===== src/rtl/pdm_pkg.sv =====
// Shared constants for the pulse-density modulator: integrator width offsets,
// dither LFSR seed/taps and the RZ frame-phase encodings.
package pdm_pkg;

  localparam int I1W_OFFSET      = 2;
  localparam int I2W_OFFSET      = 4;
  localparam int MIN_ENA_SPACING = 3;

  localparam logic [15:0] LFSR_SEED = 16'hACE1;
  localparam logic [15:0] LFSR_TAPS = 16'hB400;

  typedef enum logic [1:0] {
    FC_START    = 2'd0,
    FC_MARK     = 2'd1,
    FC_HOLD     = 2'd2,
    FC_HOLD_SAT = 2'(MIN_ENA_SPACING)
  } fc_phase_e;

  // The frame counter only needs to resolve the first two phases, so it parks at 3.
  function automatic fc_phase_e fc_advance(input fc_phase_e fc);
    case (fc)
      FC_START: return FC_MARK;
      FC_MARK:  return FC_HOLD;
      default:  return FC_HOLD_SAT;
    endcase
  endfunction

endpackage


===== src/rtl/lfsr16.sv =====
// 16-bit Fibonacci LFSR (taps 16,14,13,11) supplying a 3-bit signed dither.
// Only built when PDM_MOD_DITHER_EN is defined.
`ifdef PDM_MOD_DITHER_EN
module lfsr16
  import pdm_pkg::*;
(
  input  logic       clk,
  input  logic       reset,
  input  logic       ena,
  output logic [2:0] dither
);

  logic [15:0] state;

  always_ff @(posedge clk) begin
    if (reset) begin
      state <= LFSR_SEED;
    end else if (ena) begin
      state <= {state[14:0], ^(state & LFSR_TAPS)};
    end
  end

  assign dither = state[2:0];

endmodule
`endif


===== src/rtl/pdm_mod.sv =====
// Parametrised first/second-order PDM with NRZ or edge-balanced RZ framing.
// Optional input dither is enabled by defining PDM_MOD_DITHER_EN.
module pdm_mod
  import pdm_pkg::*;
#(
  parameter int DW  = 16,
  parameter int I1W = DW + I1W_OFFSET,
  parameter int I2W = DW + I2W_OFFSET
) (
  input  logic                 clk,
  input  logic                 reset,
  input  logic                 ena,
  input  logic signed [DW-1:0] in,
  input  logic                 order2,
  input  logic                 rz,
  output logic                 pdm_p,
  output logic                 pdm_n,
  output logic                 clip
);

  localparam int S1W = I1W + 2;
  localparam int S2W = I2W + 2;

  localparam logic signed [S1W-1:0] HALF1  = {{(S1W-DW){1'b0}}, 1'b1, {(DW-1){1'b0}}};
  localparam logic signed [S2W-1:0] HALF2  = {{(S2W-DW){1'b0}}, 1'b1, {(DW-1){1'b0}}};
  localparam logic signed [I1W-1:0] I1_MAX = {1'b0, {(I1W-1){1'b1}}};
  localparam logic signed [I1W-1:0] I1_MIN = {1'b1, {(I1W-1){1'b0}}};
  localparam logic signed [I2W-1:0] I2_MAX = {1'b0, {(I2W-1){1'b1}}};
  localparam logic signed [I2W-1:0] I2_MIN = {1'b1, {(I2W-1){1'b0}}};

  logic                  q, q_nxt;
  logic [DW-1:0]         acc, acc_nxt;
  logic signed [I1W-1:0] i1, i1_nxt;
  logic signed [I2W-1:0] i2, i2_nxt;
  fc_phase_e             fc, fc_nxt;
  logic                  order_q, order_nxt;
  logic                  rz_q, rz_nxt;
  logic                  pdm_nxt;
  logic                  clip_nxt;

  logic signed [DW-1:0]  x;

`ifdef PDM_MOD_DITHER_EN
  localparam logic signed [DW-1:0] X_MAX = {1'b0, {(DW-1){1'b1}}};
  localparam logic signed [DW-1:0] X_MIN = {1'b1, {(DW-1){1'b0}}};

  logic [2:0]         dither;
  logic signed [DW:0] dsum;

  lfsr16 u_lfsr (
    .clk    (clk),
    .reset  (reset),
    .ena    (ena),
    .dither (dither)
  );

  // Dither is a signed -4..+3 offset; the sum clamps back into the sample range.
  always_comb begin
    dsum = {in[DW-1], in} + {{(DW-2){dither[2]}}, dither};
    x    = in;
    if (dsum[DW] != dsum[DW-1]) begin
      x = dsum[DW] ? X_MIN : X_MAX;
    end else begin
      x = dsum[DW-1:0];
    end
  end
`else
  assign x = in;
`endif

  logic [DW-1:0]         ob;
  logic [DW:0]           fo_sum;
  logic signed [S1W-1:0] y1, s1;
  logic signed [S2W-1:0] y2, s2;
  logic signed [I1W-1:0] i1_new;
  logic signed [I2W-1:0] i2_new;
  logic                  sat1, sat2;

  // Candidate updates for both orders; the feedback level y follows the previous q.
  always_comb begin
    ob     = {~x[DW-1], x[DW-2:0]};
    fo_sum = {1'b0, acc} + {1'b0, ob};

    y1     = q ? HALF1 : -HALF1;
    s1     = {{2{i1[I1W-1]}}, i1} + {{(S1W-DW){x[DW-1]}}, x} - y1;
    sat1   = !((&s1[S1W-1:I1W-1]) || !(|s1[S1W-1:I1W-1]));
    i1_new = sat1 ? (s1[S1W-1] ? I1_MIN : I1_MAX) : s1[I1W-1:0];

    y2     = q ? HALF2 : -HALF2;
    s2     = {{2{i2[I2W-1]}}, i2} + {{(S2W-I1W){i1_new[I1W-1]}}, i1_new} - y2;
    sat2   = !((&s2[S2W-1:I2W-1]) || !(|s2[S2W-1:I2W-1]));
    i2_new = sat2 ? (s2[S2W-1] ? I2_MIN : I2_MAX) : s2[I2W-1:0];
  end

  // Next-state logic: framing runs every cycle, an ena cycle restarts the frame.
  always_comb begin
    q_nxt     = q;
    acc_nxt   = acc;
    i1_nxt    = i1;
    i2_nxt    = i2;
    order_nxt = order_q;
    rz_nxt    = rz_q;
    clip_nxt  = 1'b0;
    fc_nxt    = fc_advance(fc);
    pdm_nxt   = pdm_p;

    if (rz_q) begin
      case (fc)
        FC_START: pdm_nxt = 1'b1;
        FC_MARK:  pdm_nxt = q;
        default:  pdm_nxt = pdm_p;
      endcase
    end else if (fc == FC_START) begin
      pdm_nxt = q;
    end

    if (ena) begin
      order_nxt = order2;
      rz_nxt    = rz;
      fc_nxt    = FC_START;

      if (order2 != order_q) begin
        q_nxt   = 1'b0;
        acc_nxt = '0;
        i1_nxt  = '0;
        i2_nxt  = '0;
      end else if (order2) begin
        i1_nxt   = i1_new;
        i2_nxt   = i2_new;
        q_nxt    = ~i2_new[I2W-1];
        clip_nxt = sat1 | sat2;
      end else begin
        acc_nxt = fo_sum[DW-1:0];
        q_nxt   = fo_sum[DW];
      end

      // A new frame under RZ always opens low, truncating any unfinished pattern.
      if (rz) begin
        pdm_nxt = 1'b0;
      end else if (fc == FC_START) begin
        pdm_nxt = q;
      end else begin
        pdm_nxt = pdm_p;
      end
    end
  end

  always_ff @(posedge clk) begin
    if (reset) begin
      q       <= 1'b0;
      acc     <= '0;
      i1      <= '0;
      i2      <= '0;
      fc      <= FC_START;
      order_q <= 1'b0;
      rz_q    <= 1'b0;
      pdm_p   <= 1'b0;
      pdm_n   <= 1'b1;
      clip    <= 1'b0;
    end else begin
      q       <= q_nxt;
      acc     <= acc_nxt;
      i1      <= i1_nxt;
      i2      <= i2_nxt;
      fc      <= fc_nxt;
      order_q <= order_nxt;
      rz_q    <= rz_nxt;
      pdm_p   <= pdm_nxt;
      pdm_n   <= ~pdm_nxt;
      clip    <= clip_nxt;
    end
  end

endmodule

===== config.mk =====
export PLATFORM = sky130hd
export DESIGN_NAME = pdm_mod
export DESIGN_NICKNAME = d
export VERILOG_FILES = /design/src/rtl/pdm_pkg.sv /design/src/rtl/lfsr16.sv /design/src/rtl/pdm_mod.sv
export SDC_FILE = /design/constraint.sdc
export NUM_CORES = 1
export LEC_CHECK = 0
export BUFFER_PORTS_ARGS = -buffer_cell sky130_fd_sc_hd__buf_2
export CAP_MARGIN = 20
export CORE_UTILIZATION = 23
export CTS_CLUSTER_DIAMETER = 120
export CTS_CLUSTER_SIZE = 8
export DETAILED_ROUTE_END_ITERATION = 7
export GPL_TIMING_DRIVEN = 0
export HOLD_SLACK_MARGIN = 0.12
export PLACE_DENSITY_LB_ADDON = 0.08
export SYNTH_ARGS = -nofsm -noshare
export SYNTH_HDL_FRONTEND = slang
export SYNTH_SLANG_ARGS = --single-unit

===== constraint.sdc =====
create_clock -name clk -period 9.41 [get_ports clk]
set_clock_uncertainty 0.1 [all_clocks]
set_input_delay 0.941 -clock clk [delete_from_list [all_inputs] [get_ports clk]]
set_output_delay 0.941 -clock clk [all_outputs]
set_load 0.005 [all_outputs]

==> run_results.csv, run 1 <==
group,metric,value,unit
setup_path,crit_type,"in2reg",
power_and_ir_drop,power.total,1.76,mW
cells_and_area,regArea,1240,µm²
floorplan,start_util,23.5,%
synthesis,synth-edff-count,0,
global_route,grt.total_usage,13.5,%
timing,fin_crit,8.83,ns
synthesis,synth_top_flop_cell,"dfxtp_1",
worst_hold_path,hp-class,"reg2reg",
drt,drt-pass1-iter-count,4,
global_route,grt_max_degree,13,
drt,vias_per_cell,4.89,
timing,slew_viol_final,0,
cells_and_area,multiInputGateArea,4030,µm²
drt,drtAntennaViolNets,0,
floorplan,coreArea,22700,µm²
clock_network,cts_hold_buf,0,
clock_network,ctsHtreeMaxLevel,3,
placed_design,place_ws,-1.52,ns
synthesis,yosysTopAreaCellShare,23.2,%
setup_path,critPathCaptureType,"flop",
synthesis,post_synth_inst_count,664,
drt,detail_route.wl_per_cell,15.6,µm
cells_and_area,postLayoutCellArea,6290,µm²
global_route,grt_pass1_vias,4796,
cells_and_area,finalNetCount,793,
setup_path,worstPathArrival,8.99,ns
clock_network,cts_buffers,9,
global_route,grt_pass1_wl,25100,µm
floorplan,die_h,154,µm
clock_network,cts_tree,"done",
synthesis,synthesis.area,5340,µm²
clock_network,insertion_delay,0.34,ns
timing,hold_viol,0,
setup_path,worstPathMaxFanout,10,
run_status,outcome,"completed",
cells_and_area,area_delta_synth_final,17.7,%
drt,wirelength,15500,µm
timing,fin_ws,0.576,ns
cells_and_area,fill_cells,2469,
timing,rsz0062_at_grt,"no",
global_route,antenna_found_initial,0,
setup_path,required,9.57,ns
synthesis,syn_nets,755,
synthesis,ys_ff_latch,62,
clock_network,cts_root_buf,"clkbuf_16",
synthesis,postSynthAreaPerCell,8.04,µm²
placed_design,dp_cells,972,
cells_and_area,stdcell_count,992,
flow_run,maxCapViolCount,0,
global_route,globalRoute.totalOverflow,0,
synthesis,seq_area_frac_synth,23.2,%
cells_and_area,diodes,0,
synthesis,synth_top_cell_by_area,"dfxtp_1",
placed_design,portBuffers,23,
floorplan,die_w,154,µm
placed_design,dp_hpwl,12200,µm
synthesis,synth_warnings,0,
cells_and_area,drive_above_1_share,13.9,%
setup_path,cp_slowest_cell,"fa_1",
power_and_ir_drop,cellPowerDensity,281,nW/µm²
timing,slew_headroom,45.8,%
floorplan,io_pins,24,
floorplan,dieArea,23800,µm²
timing,fmaxAchievable,0.113,GHz
drt,first_iter_violations,174,
floorplan,std_cell_rows,55,
synthesis,synth_area_leaders,"dfxtp_1 23%, ha_1 15%, a21oi_1 7.9%",
setup_path,critPathMaxStageDelay,0.44,ns
synthesis,yosysUniqueCellTypes,73,
timing,period_share,93.9,%
drt,vias,4852,
timing,worst_pin_slew,0.810,ns
power_and_ir_drop,leakage,2.73,nW
timing,setup_viol,0,
clock_network,clk_transition_reported_paths,0.06,ns
drt,drc,0,
clock_network,clkSinkCount,62,
clock_network,cts_buffer_depth,2,
placed_design,placed_area,5810,µm²
synthesis,synthArstFlopShare,0,%
placed_design,gp_congestion,0.770,
timing,hold_ws,0.364,ns
power_and_ir_drop,ir_drop,0.000108,V
setup_path,start_kind,"primary input",
-- worst max-delay path: cells and delay by family --
family                   cells  cell delay [ns]
AO/OA/AOI/OAI               19             3.52
adder cells (fa/ha/maj)      6             2.01
multiplexers                 1             0.30
AND/OR/NAND/NOR              7             1.10
buffers and inverters        5             0.77
XOR/XNOR                     2             0.33
-- synth_stat cells, types with 2 or more instances --
cell / n
a211oi_1: 9
a211oi_2: 2
a21o_1: 25
a21oi_1: 84
a221oi_1: 4
a22oi_1: 9
a311oi_1: 2
a31oi_1: 11
a41oi_1: 2
and3_1: 6
buf_1: 2
buf_2: 4
clkbuf_1: 19
dfxtp_1: 62
fa_1: 5
ha_1: 65
inv_1: 16
mux2_2: 2
mux2i_2: 2
nand2_1: 51
nand2b_1: 12
nand3_1: 8
nand3b_1: 2
nor2_1: 75
nor2b_1: 10
nor3_1: 14
nor3b_1: 4
nor4_1: 4
nor4b_1: 2
o211ai_1: 3
o21a_1: 8
o21ai_0: 32
o21ai_2: 10
o21bai_1: 5
o22ai_1: 2
o31a_1: 2
o31ai_1: 3
or2_2: 2
or3_1: 6
or4_1: 2
xnor2_1: 25
xor2_1: 20
-- power by group --
part / switching (mW) / total [mW] / internal [mW] / leakage [nW]
sequential: 0.0309 / 0.332 / 0.301 / 0.505
combinational: 0.639 / 1.07 / 0.431 / 2.07
clock: 0.132 / 0.364 / 0.232 / 0.152
-- layout by cell type (no fill, tap or decap), types with 7 or more instances in the layout --
cell,n
clkbuf_16,9
a22oi_1,9
xnor2_1,24
o21ai_2,13
a211oi_1,7
a21o_1,25
ha_1,64
buf_2,26
a31oi_1,9
nand3_1,8
xor2_1,20
a21oi_1,82
nor3_1,12
nor2_1,75
nand2b_1,12
inv_1,16
dfxtp_1,62
nand2_1,51
clkbuf_1,17
o21a_1,8
o21ai_0,28
nor2b_1,10
-- final timing paths --
kind / from / end / slack [ns] / depth (start not counted)
max reg2reg: i1[0] / i2[15] / 1.02 / 39
min: i1[7] / i1[7] / 0.36 / 2
max: in[0] / i2[15] / 0.58 / 40
min reg2reg: i1[7] / i1[7] / 0.36 / 2
-- repair_timing --
action	in CTS	in global routing
setup endpoints to repair	22	22
buffers inserted	5	0
resized for setup	12	22
pin swaps	6	7
cloned	0	0
-- sequential cells by signal, indices dropped and copies added, names as in the netlist --
register	count
acc	16
clip	1
fc	2
i1	18
i2	20
order_q	1
pdm_n	1
pdm_p	1
q	1
rz_q	1
-- layer usage --
layer	wire length, µm	up-vias	global-route usage, %
met5	0	-	0
met4	191	0	4.05
met3	278	11	1.88
met2	7410	41	23.7
met1	7620	2279	17.2
li1	-	2521	-
-- area by class of cell --
class	count	share of cell area (%)
plain buffers	26	2.05
clock buffers	10	3.64
clock inverters	6	1.37
inverters	16	0.955
multi-input cells	559	64.1
flip-flops and latches	62	19.7
well taps	285	5.67
repair buffers	28	2.43
-- per-stage QoR --
step	setup TNS, ns	util (%)
2_1_floorplan	0	-
4_1_cts	0	27.4
5_1_grt	0	27.7
6_report	0	27.7
3_3_place_gp	-28.49	25.6
3_5_place_dp	-27.22	25.6
-- cells by family after synthesis --
family,after synthesis,synth area share [%]
AOI/OAI and AO/OA,235,29.6
and+or+nand+nor,202,17.7
buffers and inverters,43,3.33
adders and majority gates,70,17.1
xor gates and xnor gates,47,7.99
DFF,62,23.2
muxes,5,1.12
(Power assumes the default switching activity.)
==> run 2, diff against run 1 <==
CORE_UTILIZATION = 43   (was 23)
==> run 2 against run 1 <==
Final area decreased by 3.1%. Cell count decreased by 12%. Sequential share of layout area increased by 0.62 points. Fmax decreased by 1.0%. Clock-buffer cell count unchanged.
==> run_results.csv, run 2 (synthesis results as in run 1) <==
group,metric,value,unit
global_route,globalRoute.totalOverflow,0,
worst_hold_path,hp-class,"reg2reg",
setup_path,r2r-start,"i1[0]",
timing,slew_headroom,52.9,%
power_and_ir_drop,p_sw,0.783,mW
global_route,grt_pass1_vias,4696,
power_and_ir_drop,clkPwrFrac,19.7,%
global_route,grt.total_usage,22.2,%
timing,worst_pin_slew,0.704,ns
global_route,grt_max_degree,13,
cells_and_area,regArea,1240,µm²
clock_network,ctsHtreeMaxLevel,3,
timing,period_share,94.9,%
clock_network,insertion_delay,0.34,ns
cells_and_area,multiInputGateArea,4010,µm²
setup_path,critPathCaptureType,"flop",
floorplan,io_pins,24,
timing,hold_viol,0,
power_and_ir_drop,leakage,2.72,nW
cells_and_area,stdcell_count,874,
global_route,grt.busiest_layer,"met2",
timing,fmaxAchievable,0.112,GHz
setup_path,worstPathArrival,9.09,ns
floorplan,std_cell_rows,40,
clock_network,cts_tree,"done",
power_and_ir_drop,cellPowerDensity,283,nW/µm²
floorplan,dieArea,12900,µm²
cells_and_area,final_cell_mix,"82 x a21oi_1, 75 x nor2_1, 64 x ha_1",
setup_path,worst-r2r-setup-slack,0.92,ns
floorplan,die_w,113,µm
drt,wirelength,13600,µm
setup_path,required,9.57,ns
setup_path,cp_slowest_cell,"fa_1",
floorplan,die_h,113,µm
drt,drt-pass1-iter-count,4,
placed_design,dp_cells,855,
power_and_ir_drop,p_int,0.942,mW
drt,first_iter_violations,227,
worst_hold_path,min_to,"i1[0]",
cells_and_area,largest_reg_flops,20,
timing,slew_viol_final,0,
run_status,outcome,"completed",
cells_and_area,postLayoutCellArea,6090,µm²
clock_network,clk_transition_reported_paths,0.05,ns
placed_design,dp_hpwl,10500,µm
timing,setup_tns,0,ns
clock_network,cts_buffer_depth,2,
setup_path,critPathMaxStageDelay,0.42,ns
global_route,antenna_found_initial,0,
worst_hold_path,hp-start,"i1[0]",
timing,fin_crit,8.93,ns
cells_and_area,layout_commonest_cell,"a21oi_1",
power_and_ir_drop,swShare,45.4,%
setup_path,r2r_cells,39,
cells_and_area,fill_cells,1164,
drt,vias,4858,
timing,setup_viol,0,
drt,drtAntennaViolNets,0,
worst_hold_path,worst_hold_path.num_cells,2,
power_and_ir_drop,ir_drop,0.000163,V
drt,drc,0,
global_route,grt_use_met3,4.41,%
drt,detail_route.wl_per_cell,15.6,µm
clock_network,cts_buffers,9,
global_route,use_met1,27.7,%
placed_design,gp_congestion,0.842,
cells_and_area,area_delta_synth_final,14.1,%
placed_design,portBuffers,23,
clock_network,cts_root_buf,"clkbuf_16",
placed_design,placed_area,5670,µm²
cells_and_area,drive_above_1_share,13.5,%
setup_path,rr_endpoint,"i2[12]",
global_route,grt_pass1_wl,22400,µm
global_route,use_met2,38.4,%
clock_network,cts_hold_buf,0,
floorplan,start_util,44.3,%
power_and_ir_drop,p_comb_share,61.2,%
timing,rsz0062_at_grt,"no",
power_and_ir_drop,p_seq_share,19.2,%
flow_run,maxCapViolCount,0,
cells_and_area,fin_util,50.5,%
cells_and_area,reg_top3,"i2 (20), i1 (18), acc (16)",
setup_path,worstPathMaxFanout,10,
setup_path,start_kind,"primary input",
setup_path,crit_type,"in2reg",
floorplan,coreArea,12100,µm²
cells_and_area,finalNetCount,792,
cells_and_area,largest-register,"i2",
cells_and_area,diodes,0,
drt,vias_per_cell,5.56,
clock_network,clkSinkCount,62,
## run 2: through the flow
step	setup WS [ns]	total power [mW]	hold slack, ns
6_report	0.484	1.73	0.360
5_1_grt	0.0164	1.87	0.385
4_1_cts	0.0159	1.69	0.363
3_5_place_dp	-1.26	1.32	0.350
3_3_place_gp	-1.16	1.29	0.345
2_1_floorplan	0.577	1.11	0.329
## run 2: layer usage
layer  routed length [µm]  vias up
met5                    0        -
met4                  202        0
met3                  366       14
met2                 6580       61
met1                 6440     2259
li1                     -     2524
## run 2: what timing repair did
| action | in CTS | in global routing |
|---|---|---|
| endpoints found under the hold margin | 0 | 0 |
| pin swaps | 4 | 3 |
| setup endpoints to repair | 22 | 20 |
| resized for setup | 8 | 19 |
| buffers inserted | 4 | 0 |
## run 2: layout make-up
cell class / instances / area share, %
inverters: 16 / 0.985
clock buffers: 10 / 3.92
multi-input cells: 559 / 65.9
flip-flops and latches: 62 / 20.4
repair buffers: 27 / 2.38
clock inverters: 6 / 1.01
plain buffers: 26 / 2.03
well taps: 168 / 3.45
## run 2: power groups by stage
stage               logic (mW)  clock network, mW  registers [mW]
floorplan                0.784                  0           0.328
global placement         0.958                  0           0.335
detailed placement       0.979                  0           0.336
CTS                       1.01              0.348           0.330
global route              1.17              0.358           0.335
finish                    1.06              0.339           0.331
## run 2: worst max-delay path: cells and delay by family
family,cells,cell delay (ns)
mux,1,0.30
compound gates,19,3.61
xor+xnor,2,0.32
simple gates,7,1.12
buf+inv,5,0.79
fa+ha+maj,6,1.98
## run 2: worst max-delay path by stage
stage	end	startpoint	slack (ns)
after floorplan	i2[17]	in[0]	0.58
after global placement	i2[6]	in[0]	-1.16
after detailed placement	i2[9]	in[0]	-1.26
after CTS	i2[17]	in[0]	0.02
after global routing	i2[17]	in[0]	0.02
final	i2[12]	in[0]	0.48
